$ cat src/rtl/sram_arbiter_if.sv
// Bus bundle between the two SRAM requesters, the arbiter and the SRAM controller.
// Ports: p0_*/p1_* requester handshakes, sram_* controller handshake, busy/grant status.
interface sram_arbiter_if #(
    parameter int AW = 20,
    parameter int DW = 8
);
    logic          p0_req;
    logic          p0_rw;
    logic [AW-1:0] p0_addr;
    logic [DW-1:0] p0_wdata;
    logic          p0_ack;
    logic [DW-1:0] p0_rdata;

    logic          p1_req;
    logic          p1_rw;
    logic [AW-1:0] p1_addr;
    logic [DW-1:0] p1_wdata;
    logic          p1_ack;
    logic [DW-1:0] p1_rdata;

    logic          sram_mem;
    logic          sram_rw;
    logic [AW-1:0] sram_addr;
    logic [DW-1:0] sram_wdata;
    logic          sram_ready;
    logic [DW-1:0] sram_rdata;

    logic          busy;
    logic          grant;

    modport slave (
        input  p0_req, p0_rw, p0_addr, p0_wdata,
        output p0_ack, p0_rdata,
        input  p1_req, p1_rw, p1_addr, p1_wdata,
        output p1_ack, p1_rdata,
        output sram_mem, sram_rw, sram_addr, sram_wdata,
        input  sram_ready, sram_rdata,
        output busy, grant
    );

    modport master (
        output p0_req, p0_rw, p0_addr, p0_wdata,
        input  p0_ack, p0_rdata,
        output p1_req, p1_rw, p1_addr, p1_wdata,
        input  p1_ack, p1_rdata,
        input  sram_mem, sram_rw, sram_addr, sram_wdata,
        output sram_ready, sram_rdata,
        input  busy, grant
    );
endinterface

$ cat src/rtl/sram_arbiter.sv
// Two-port arbiter sharing one SRAM controller: port 0 (video) has priority,
// port 1 (host/framebuffer) is protected by a port 0 burst limit.
// Ports: clk, rst (sync, active-high), bus (sram_arbiter_if.slave: requester
// handshakes p0_*/p1_*, controller handshake sram_*, status busy/grant).
// Build option: define SRAM_ARB_RR_EN for round-robin arbitration instead of
// fixed priority with burst limit.
module sram_arbiter #(
    parameter int AW           = 20,
    parameter int DW           = 8,
    parameter int MAX_P0_BURST = 4
) (
    input  logic          clk,
    input  logic          rst,
    sram_arbiter_if.slave bus
);
    typedef enum logic [1:0] {
        A_IDLE  = 2'b00,
        A_ISSUE = 2'b01,
        A_WAIT  = 2'b10
    } state_t;

    state_t        state;
    logic          any_req;
    logic          win;
    logic          sel_rw;
    logic [AW-1:0] sel_addr;
    logic [DW-1:0] sel_wdata;

    assign any_req = bus.p0_req | bus.p1_req;
    assign bus.busy = (state != A_IDLE);

`ifdef SRAM_ARB_RR_EN
    // Port that won the last arbitration; resets to 1 so port 0 goes first.
    logic last;

    always_comb begin
        win = 1'b0;
        if (bus.p0_req && bus.p1_req)
            win = ~last;
        else if (bus.p1_req)
            win = 1'b1;
    end
`else
    logic [3:0] burst;
    logic       at_limit;

    assign at_limit = (burst >= 4'(MAX_P0_BURST));

    always_comb begin
        win = 1'b0;
        if (bus.p0_req && bus.p1_req)
            win = at_limit;
        else if (bus.p1_req)
            win = 1'b1;
    end
`endif

    always_comb begin
        sel_rw    = win ? bus.p1_rw    : bus.p0_rw;
        sel_addr  = win ? bus.p1_addr  : bus.p0_addr;
        sel_wdata = win ? bus.p1_wdata : bus.p0_wdata;
    end

    always_ff @(posedge clk) begin
        if (rst) begin
            state          <= A_IDLE;
            bus.sram_mem   <= 1'b0;
            bus.sram_rw    <= 1'b1;
            bus.sram_addr  <= '0;
            bus.sram_wdata <= '0;
            bus.p0_ack     <= 1'b0;
            bus.p1_ack     <= 1'b0;
            bus.p0_rdata   <= '0;
            bus.p1_rdata   <= '0;
            bus.grant      <= 1'b0;
`ifdef SRAM_ARB_RR_EN
            last           <= 1'b1;
`else
            burst          <= '0;
`endif
        end else begin
            bus.p0_ack <= 1'b0;
            bus.p1_ack <= 1'b0;
            case (state)
                A_IDLE: begin
                    if (any_req) begin
                        bus.grant      <= win;
                        bus.sram_rw    <= sel_rw;
                        bus.sram_addr  <= sel_addr;
                        bus.sram_wdata <= sel_wdata;
                        bus.sram_mem   <= 1'b1;
                        state          <= A_ISSUE;
                    end
`ifdef SRAM_ARB_RR_EN
                    if (any_req)
                        last <= win;
`else
                    // Count only port 0 wins taken while port 1 waits.
                    if (!bus.p1_req || win)
                        burst <= '0;
                    else
                        burst <= burst + 4'd1;
`endif
                end
                A_ISSUE: begin
                    if (bus.sram_ready) begin
                        bus.sram_mem <= 1'b0;
                        state        <= A_WAIT;
                    end
                end
                A_WAIT: begin
                    if (bus.sram_ready) begin
                        state <= A_IDLE;
                        if (bus.grant) begin
                            bus.p1_ack <= 1'b1;
                            if (bus.sram_rw)
                                bus.p1_rdata <= bus.sram_rdata;
                        end else begin
                            bus.p0_ack <= 1'b1;
                            if (bus.sram_rw)
                                bus.p0_rdata <= bus.sram_rdata;
                        end
                    end
                end
                default: begin
                    state          <= A_IDLE;
                    bus.sram_mem   <= 1'b0;
                    bus.sram_rw    <= 1'b1;
                    bus.sram_addr  <= '0;
                    bus.sram_wdata <= '0;
                    bus.p0_rdata   <= '0;
                    bus.p1_rdata   <= '0;
                    bus.grant      <= 1'b0;
`ifdef SRAM_ARB_RR_EN
                    last           <= 1'b1;
`else
                    burst          <= '0;
`endif
                end
            endcase
        end
    end
endmodule

$ cat src/flat_wrapper.sv
// flat-port wrapper written by rule: the top's interface ports become plain ports
module sram_arbiter_flat 
#(
    parameter int AW           = 20,
    parameter int DW           = 8,
    parameter int MAX_P0_BURST = 4
)
  (clk, rst, bus_p0_req, bus_p0_rw, bus_p0_addr, bus_p0_wdata, bus_p0_ack, bus_p0_rdata, bus_p1_req, bus_p1_rw, bus_p1_addr, bus_p1_wdata, bus_p1_ack, bus_p1_rdata, bus_sram_mem, bus_sram_rw, bus_sram_addr, bus_sram_wdata, bus_sram_ready, bus_sram_rdata, bus_busy, bus_grant);
  sram_arbiter_if #(.AW(AW), .DW(DW)) bus_i ();
  input  logic clk;
  input  logic rst;
  input wire logic [$bits(bus_i.p0_req)-1:0] bus_p0_req;
  input wire logic [$bits(bus_i.p0_rw)-1:0] bus_p0_rw;
  input wire logic [$bits(bus_i.p0_addr)-1:0] bus_p0_addr;
  input wire logic [$bits(bus_i.p0_wdata)-1:0] bus_p0_wdata;
  output wire logic [$bits(bus_i.p0_ack)-1:0] bus_p0_ack;
  output wire logic [$bits(bus_i.p0_rdata)-1:0] bus_p0_rdata;
  input wire logic [$bits(bus_i.p1_req)-1:0] bus_p1_req;
  input wire logic [$bits(bus_i.p1_rw)-1:0] bus_p1_rw;
  input wire logic [$bits(bus_i.p1_addr)-1:0] bus_p1_addr;
  input wire logic [$bits(bus_i.p1_wdata)-1:0] bus_p1_wdata;
  output wire logic [$bits(bus_i.p1_ack)-1:0] bus_p1_ack;
  output wire logic [$bits(bus_i.p1_rdata)-1:0] bus_p1_rdata;
  output wire logic [$bits(bus_i.sram_mem)-1:0] bus_sram_mem;
  output wire logic [$bits(bus_i.sram_rw)-1:0] bus_sram_rw;
  output wire logic [$bits(bus_i.sram_addr)-1:0] bus_sram_addr;
  output wire logic [$bits(bus_i.sram_wdata)-1:0] bus_sram_wdata;
  input wire logic [$bits(bus_i.sram_ready)-1:0] bus_sram_ready;
  input wire logic [$bits(bus_i.sram_rdata)-1:0] bus_sram_rdata;
  output wire logic [$bits(bus_i.busy)-1:0] bus_busy;
  output wire logic [$bits(bus_i.grant)-1:0] bus_grant;
  assign bus_i.p0_req = bus_p0_req;
  assign bus_i.p0_rw = bus_p0_rw;
  assign bus_i.p0_addr = bus_p0_addr;
  assign bus_i.p0_wdata = bus_p0_wdata;
  assign bus_p0_ack = bus_i.p0_ack;
  assign bus_p0_rdata = bus_i.p0_rdata;
  assign bus_i.p1_req = bus_p1_req;
  assign bus_i.p1_rw = bus_p1_rw;
  assign bus_i.p1_addr = bus_p1_addr;
  assign bus_i.p1_wdata = bus_p1_wdata;
  assign bus_p1_ack = bus_i.p1_ack;
  assign bus_p1_rdata = bus_i.p1_rdata;
  assign bus_sram_mem = bus_i.sram_mem;
  assign bus_sram_rw = bus_i.sram_rw;
  assign bus_sram_addr = bus_i.sram_addr;
  assign bus_sram_wdata = bus_i.sram_wdata;
  assign bus_i.sram_ready = bus_sram_ready;
  assign bus_i.sram_rdata = bus_sram_rdata;
  assign bus_busy = bus_i.busy;
  assign bus_grant = bus_i.grant;
  sram_arbiter #(.AW(AW), .DW(DW), .MAX_P0_BURST(MAX_P0_BURST)) u_core (.clk(clk), .rst(rst), .bus(bus_i));
endmodule
$ cat config.mk
export PLATFORM = sky130hd
export DESIGN_NAME = sram_arbiter_flat
export DESIGN_NICKNAME = d
export VERILOG_FILES = /design/src/rtl/sram_arbiter_if.sv /design/src/rtl/sram_arbiter.sv /design/src/flat_wrapper.sv
export SDC_FILE = /design/constraint.sdc
export NUM_CORES = 1
export LEC_CHECK = 0
export CAP_MARGIN = 10
export CORE_ASPECT_RATIO = 0.75
export CORE_MARGIN = 5
export CORE_UTILIZATION = 37
export DETAILED_ROUTE_END_ITERATION = 8
export PLACE_DENSITY = 0.88
export SYNTH_ARGS = -nofsm -noshare
export SYNTH_HDL_FRONTEND = slang
export SYNTH_SLANG_ARGS = --single-unit
$ cat constraint.sdc
create_clock -name clk -period 1.84 [get_ports clk]
set_input_delay 0.184 -clock clk [delete_from_list [all_inputs] [get_ports clk]]
set_output_delay 0.184 -clock clk [all_outputs]
set_load 0.05 [all_outputs]
* Yosys cells after proc, flatten, opt, wreduce, memory -nomap -nowiden *
Index checks and enable logic that the tools add are counted.

cells by class
  $add $sub $neg = 1
  order comparisons = 1
  equal/unequal tests = 8
  muxes and demuxes = 31
  bitwise logic cells = 5
  reduce and logical (&&, ||, !) cells = 13

operators by type and width
  cell                                                                    count
  8-bit 2-to-1 mux                                                        7
  8-bit case mux with 2 select lines                                      3
  20-bit 2-to-1 mux                                                       2
  20-bit case mux with 2 select lines                                     1
  1-bit 2-to-1 mux                                                        9
  4-bit case mux with 2 select lines                                      1
  4-bit AND reduction                                                     2
  2-bit 2-to-1 mux                                                        3
  2-bit by 1-bit != test with 1-bit output (second input constant)        3
  2-bit != test (second input constant)                                   3
  2-bit case mux with 3 select lines                                      1
  3-bit AND reduction                                                     2
  4-bit by 1-bit adder with 4-bit output (second input constant)          1
  4-bit by 3-bit >= comparator with 1-bit output (second input constant)  1
  4-bit 2-to-1 mux                                                        1
  1-bit NOT                                                               4
  1-bit case mux with 2 select lines                                      2
  2-bit OR reduction                                                      2
  1-bit case mux with 3 select lines                                      1
  3-bit OR reduction                                                      1
  2-bit by 1-bit == test with 1-bit output (second input constant)        1
  2-bit == test (second input constant)                                   1
  2-bit logical NOT                                                       1
  2-bit AND reduction                                                     1
  5 further kinds                                                         5

storage, ports and cells
  register bits after elaboration = 55
  bits of input ports = 71
  output and inout bits = 50
  logic and storage cells = 70

* Depth between registers and ports, before layout *
  word-level depth = 5
  depth in mapped cells = 8
  gate-level depth less buffers = 5

* Worst setup path after synthesis *
OpenSTA, ideal clock, no wires.

  path type = register -> register
  start = register u_core.state[0]
  end = register u_core.bus.sram_addr[10]
  library setup time = 0.060 ns
  data arrival time = 1.709 ns
  required time = 1.780 ns
  setup slack = 0.070 ns
  stages on the path, launching flop included = 8
  buffers on the path = 3
  clock period less this slack = 1.770 ns
  cell sequence = dfxtp_1 inv_1 ha_1 buf_2 nor3b_1 buf_2 clkbuf_1 a22o_1

on the way
  longest elaborated chain between the ends = 4
  elaborated cells on any way between the ends = 8
  those cells by class = eq/ne: 3; mux: 1; bitwise: 1; reduce/logical: 3

ends and longest elaborated chain
  what                                                                       RTL line               RTL
  start, declared                                                            sram_arbiter.sv:22     state_t state;
  start signal, assigned                                                     sram_arbiter.sv:66     state <= A_IDLE;
  start signal, assigned                                                     sram_arbiter.sv:92     state <= A_ISSUE;
  start signal, assigned                                                     sram_arbiter.sv:108    state <= A_WAIT;
  2-bit by 1-bit == test with 1-bit output or 2-bit == test (tied branches)  sram_arbiter.sv:84     case (state)
  2-bit OR reduction (no source line)                                        -
  1-bit NOT (no source line)                                                 -
  2-bit AND reduction (no source line)                                       -
  end signal, assigned                                                       sram_arbiter.sv:89     bus.sram_addr <= sel_addr;
  end, declared                                                              sram_arbiter_if.sv:36  output sram_mem, sram_rw, sram_addr, sram_wdata,

Parallel ways exist; a longest one is shown, timed or not.
A chain may end at the register's enable or synchronous reset.

* Worst setup path in the final report *
  start = register u_core.state[0]
  end = register u_core.bus.sram_addr[11]

Same word-level chain as after synthesis.

==> impl_metrics.tcl <==
set metrics [dict create \
    status "complete, no violations" \
    finalMaxSlewViolations 0 \
    antenna_found_initial 0 \
    path_clk_slew_ns 0.09 \
    num_vias 2524 \
    slowest_delay_ns 0.49 \
    worstPathCellList "inv_1 -> ha_1 -> inv_1 -> a21oi_2 -> buf_4 -> a22o_1" \
    crit_path_start_kind "register" \
    core_mm2 0.00670 \
    fin_cells 487 \
    min_path_type "input pin to register" \
    post_cts_buffers 0 \
    clk_latency_ns 0.31 \
    grt_pass1_wl_um 12600 \
    relSlewSlack 0.648 \
    cts-root-buf "clkbuf_8" \
    die_y_um 81.2 \
    ant_nets 0 \
    start_util 0.373 \
    synthDistinctLibCells 38 \
    p_leak_nw 1.52 \
    drtIter0Drc 146 \
    area_delta_synth_final_pct 58.2 \
    startpoint "u_core.state[0]" \
    r2r-end "u_core.bus.sram_addr[11]" \
    crit_buf_inv 3 \
    tns_ns 0 \
    rsz0062_at_grt "false" \
    syn_area_mm2 0.00250 \
    yosys_register_bits 55 \
    dieArea_mm2 0.00851 \
    cp_max_fo 12 \
    wire_per_inst_um 16.3 \
    dr.pass1.iters 4 \
    avgSynthCellArea_um2 8.83 \
    rr_worst_depth 6 \
    yosysSeqAreaShare 0.441 \
    arrival_ns 1.99 \
    hpwl_um 5970 \
    num_antenna_cells 0 \
    post_cts_resized 0 \
    clock_path_buffers 2 \
    power_density_mw_per_mm2 880 \
    cts_sinks 55 \
    min_period_ns 1.73 \
    worstHoldStart "bus_sram_rdata[3]" \
    end_kind "register" \
    cts_tree "built" \
    cts_buffers 5 \
    crit_end "u_core.bus.sram_addr[11]" \
    syn_inst 283 \
    reg2reg_slack_ns 0.11 \
    syn_nets 359 \
    grt_max_degree 27 \
    dp_slack_ns 0.0840 \
    drive_above_1_share 0.0844 \
    io_buffers 120 \
    crit_cells 6 \
    setup_ws_ns 0.107 \
    hold_violations 0 \
    via_per_inst 5.18 \
    fin_worst_skew_ns 0.00970 \
    clock.fmax_mhz 577 \
    die-width_um 105 \
    finalNetCount 478 \
    h-tree-depth 2 \
    ios 121 \
    placed_cells 479 \
    dominantRegCellSynth "dfxtp_1" \
    grt_pass1_vias 2515 \
    gp_congestion 0.817 \
    yosys_warnings 0 \
    worstMarginPinSlew_ns 0.526 \
    path_common_cell "inv_1" \
    synth_edf_count 0 \
    rr_startpoint "u_core.state[0]" \
    route.detailed.drc 0 \
    path_class "register to register" \
    holdBufCountCts 0 \
    vdd_drop_max_mv 0.348 \
    crit_family "adder cells" \
    critPathSlowestCell "ha_1" \
    rows 26 \
    drt-total-wl_um 7960 \
    grt.total_usage 0.183 \
    postSynth.asyncResetShare 0 \
    grt-ovfl-total 0 \
    setup_viol 0 \
    cap_violations 0 \
    fin_crit_sh 0.942 \
    crit_required_ns 2.09 \
]
-- worst min-delay path by stage --
stage,slack [ns],depth (start not counted),end
final,0.45,2,u_core.bus.p0_rdata[3]
after floorplan,0.30,1,u_core.bus.p0_rdata[0]
after global placement,0.45,2,u_core.burst[1]
after CTS,0.45,2,u_core.bus.p0_rdata[3]
after detailed placement,0.46,1,u_core.bus.sram_wdata[2]
after global routing,0.45,2,u_core.bus.p0_rdata[7]
-- registers in the layout (all words and copies together) (netlist names), 2 cells and up --
register	flops
u_core.bus.p0_rdata	8
u_core.state	2
u_core.bus.p1_rdata	8
u_core.bus.sram_wdata	8
u_core.bus.sram_addr	20
u_core.burst	4
-- placed cells by master, fill, tap and decap left out, types with 2 or more instances in the layout --
| cell | instances |
|---|---|
| nand4_1 | 2 |
| a211oi_1 | 3 |
| nor2_1 | 3 |
| ha_1 | 5 |
| buf_4 | 16 |
| dfxtp_1 | 55 |
| nor3b_2 | 2 |
| a21oi_1 | 6 |
| o22ai_1 | 28 |
| nand2b_1 | 17 |
| nand3b_1 | 2 |
| a31oi_1 | 2 |
| nand2_1 | 60 |
| clkbuf_8 | 7 |
| inv_1 | 7 |
| a22o_1 | 28 |
| o21ai_0 | 2 |
| nor3b_1 | 2 |
| clkdlybuf4s50_1 | 117 |
| o2bb2ai_1 | 16 |
| buf_12 | 3 |
-- worst register-to-register path: cells and delay by family, from the launching register on --
family	cells	cell delay (ns)
buffers and inverters	3	0.44
adder cells (fa/ha/maj)	1	0.49
flip-flops	1	0.39
AO/OA/AOI/OAI	2	0.37
-- synthesized netlist by cell type (all sizes together) (2+ instances only) --
cell type	number	area (um2)
nor2	3	11.3
nand2	60	225
nor3b	5	47.5
and3	2	12.5
nand4	2	12.5
a31oi	2	12.5
o21ai	2	10.0
o22ai	28	175
nand3b	2	15.0
dfxtp	55	1100
a22o	28	245
ha	5	62.6
inv	7	26.3
o2bb2ai	16	140
a211oi	3	22.5
clkbuf	14	52.6
buf	11	73.8
a21oi	7	38.8
nand2b	17	106
-- logic make-up (layout without fill, tap and decap cells) --
family                   after synthesis  after routing  synth area share
AND/OR/NAND/NOR                       99             99             0.195
AO/OA/AOI/OAI                         92             92             0.278
flip-flops                            55             55             0.441
buffers and inverters                 32            152            0.0611
adder cells (fa/ha/maj)                5              5            0.0250
-- stage by stage --
stage / area [um2] / util / hold WS (ns) / power, mW
finish: 3950 / 0.590 / 0.455 / 3.48
global route: 3950 / 0.590 / 0.451 / 3.64
CTS: 3950 / 0.589 / 0.445 / 3.50
detailed placement: 3850 / 0.574 / 0.464 / 2.77
global placement: 3850 / 0.574 / 0.455 / 2.75
floorplan: 2500 / - / 0.301 / 2.22
-- cell type report --
type / instances / area (um2)
inverter: 7 / 26.3
timing repair buffer: 137 / 1360
multi-input combinational: 196 / 1260
fill: 595 / 2750
tap: 84 / 105
clock buffer: 8 / 100
sequential: 55 / 1100
-- layer usage --
metal,GRT usage,wire length [um]
met2,0.293,3630
met1,0.236,3620
met5,0,0
met4,0.0562,107
met3,0.0596,600
-- where the power goes --
part,switching (mW),internal (mW)
Clock,0.389,0.345
Combinational,0.795,0.571
Sequential,0.0720,1.31
Total,1.26,2.22
(Power assumes the default switching activity.)
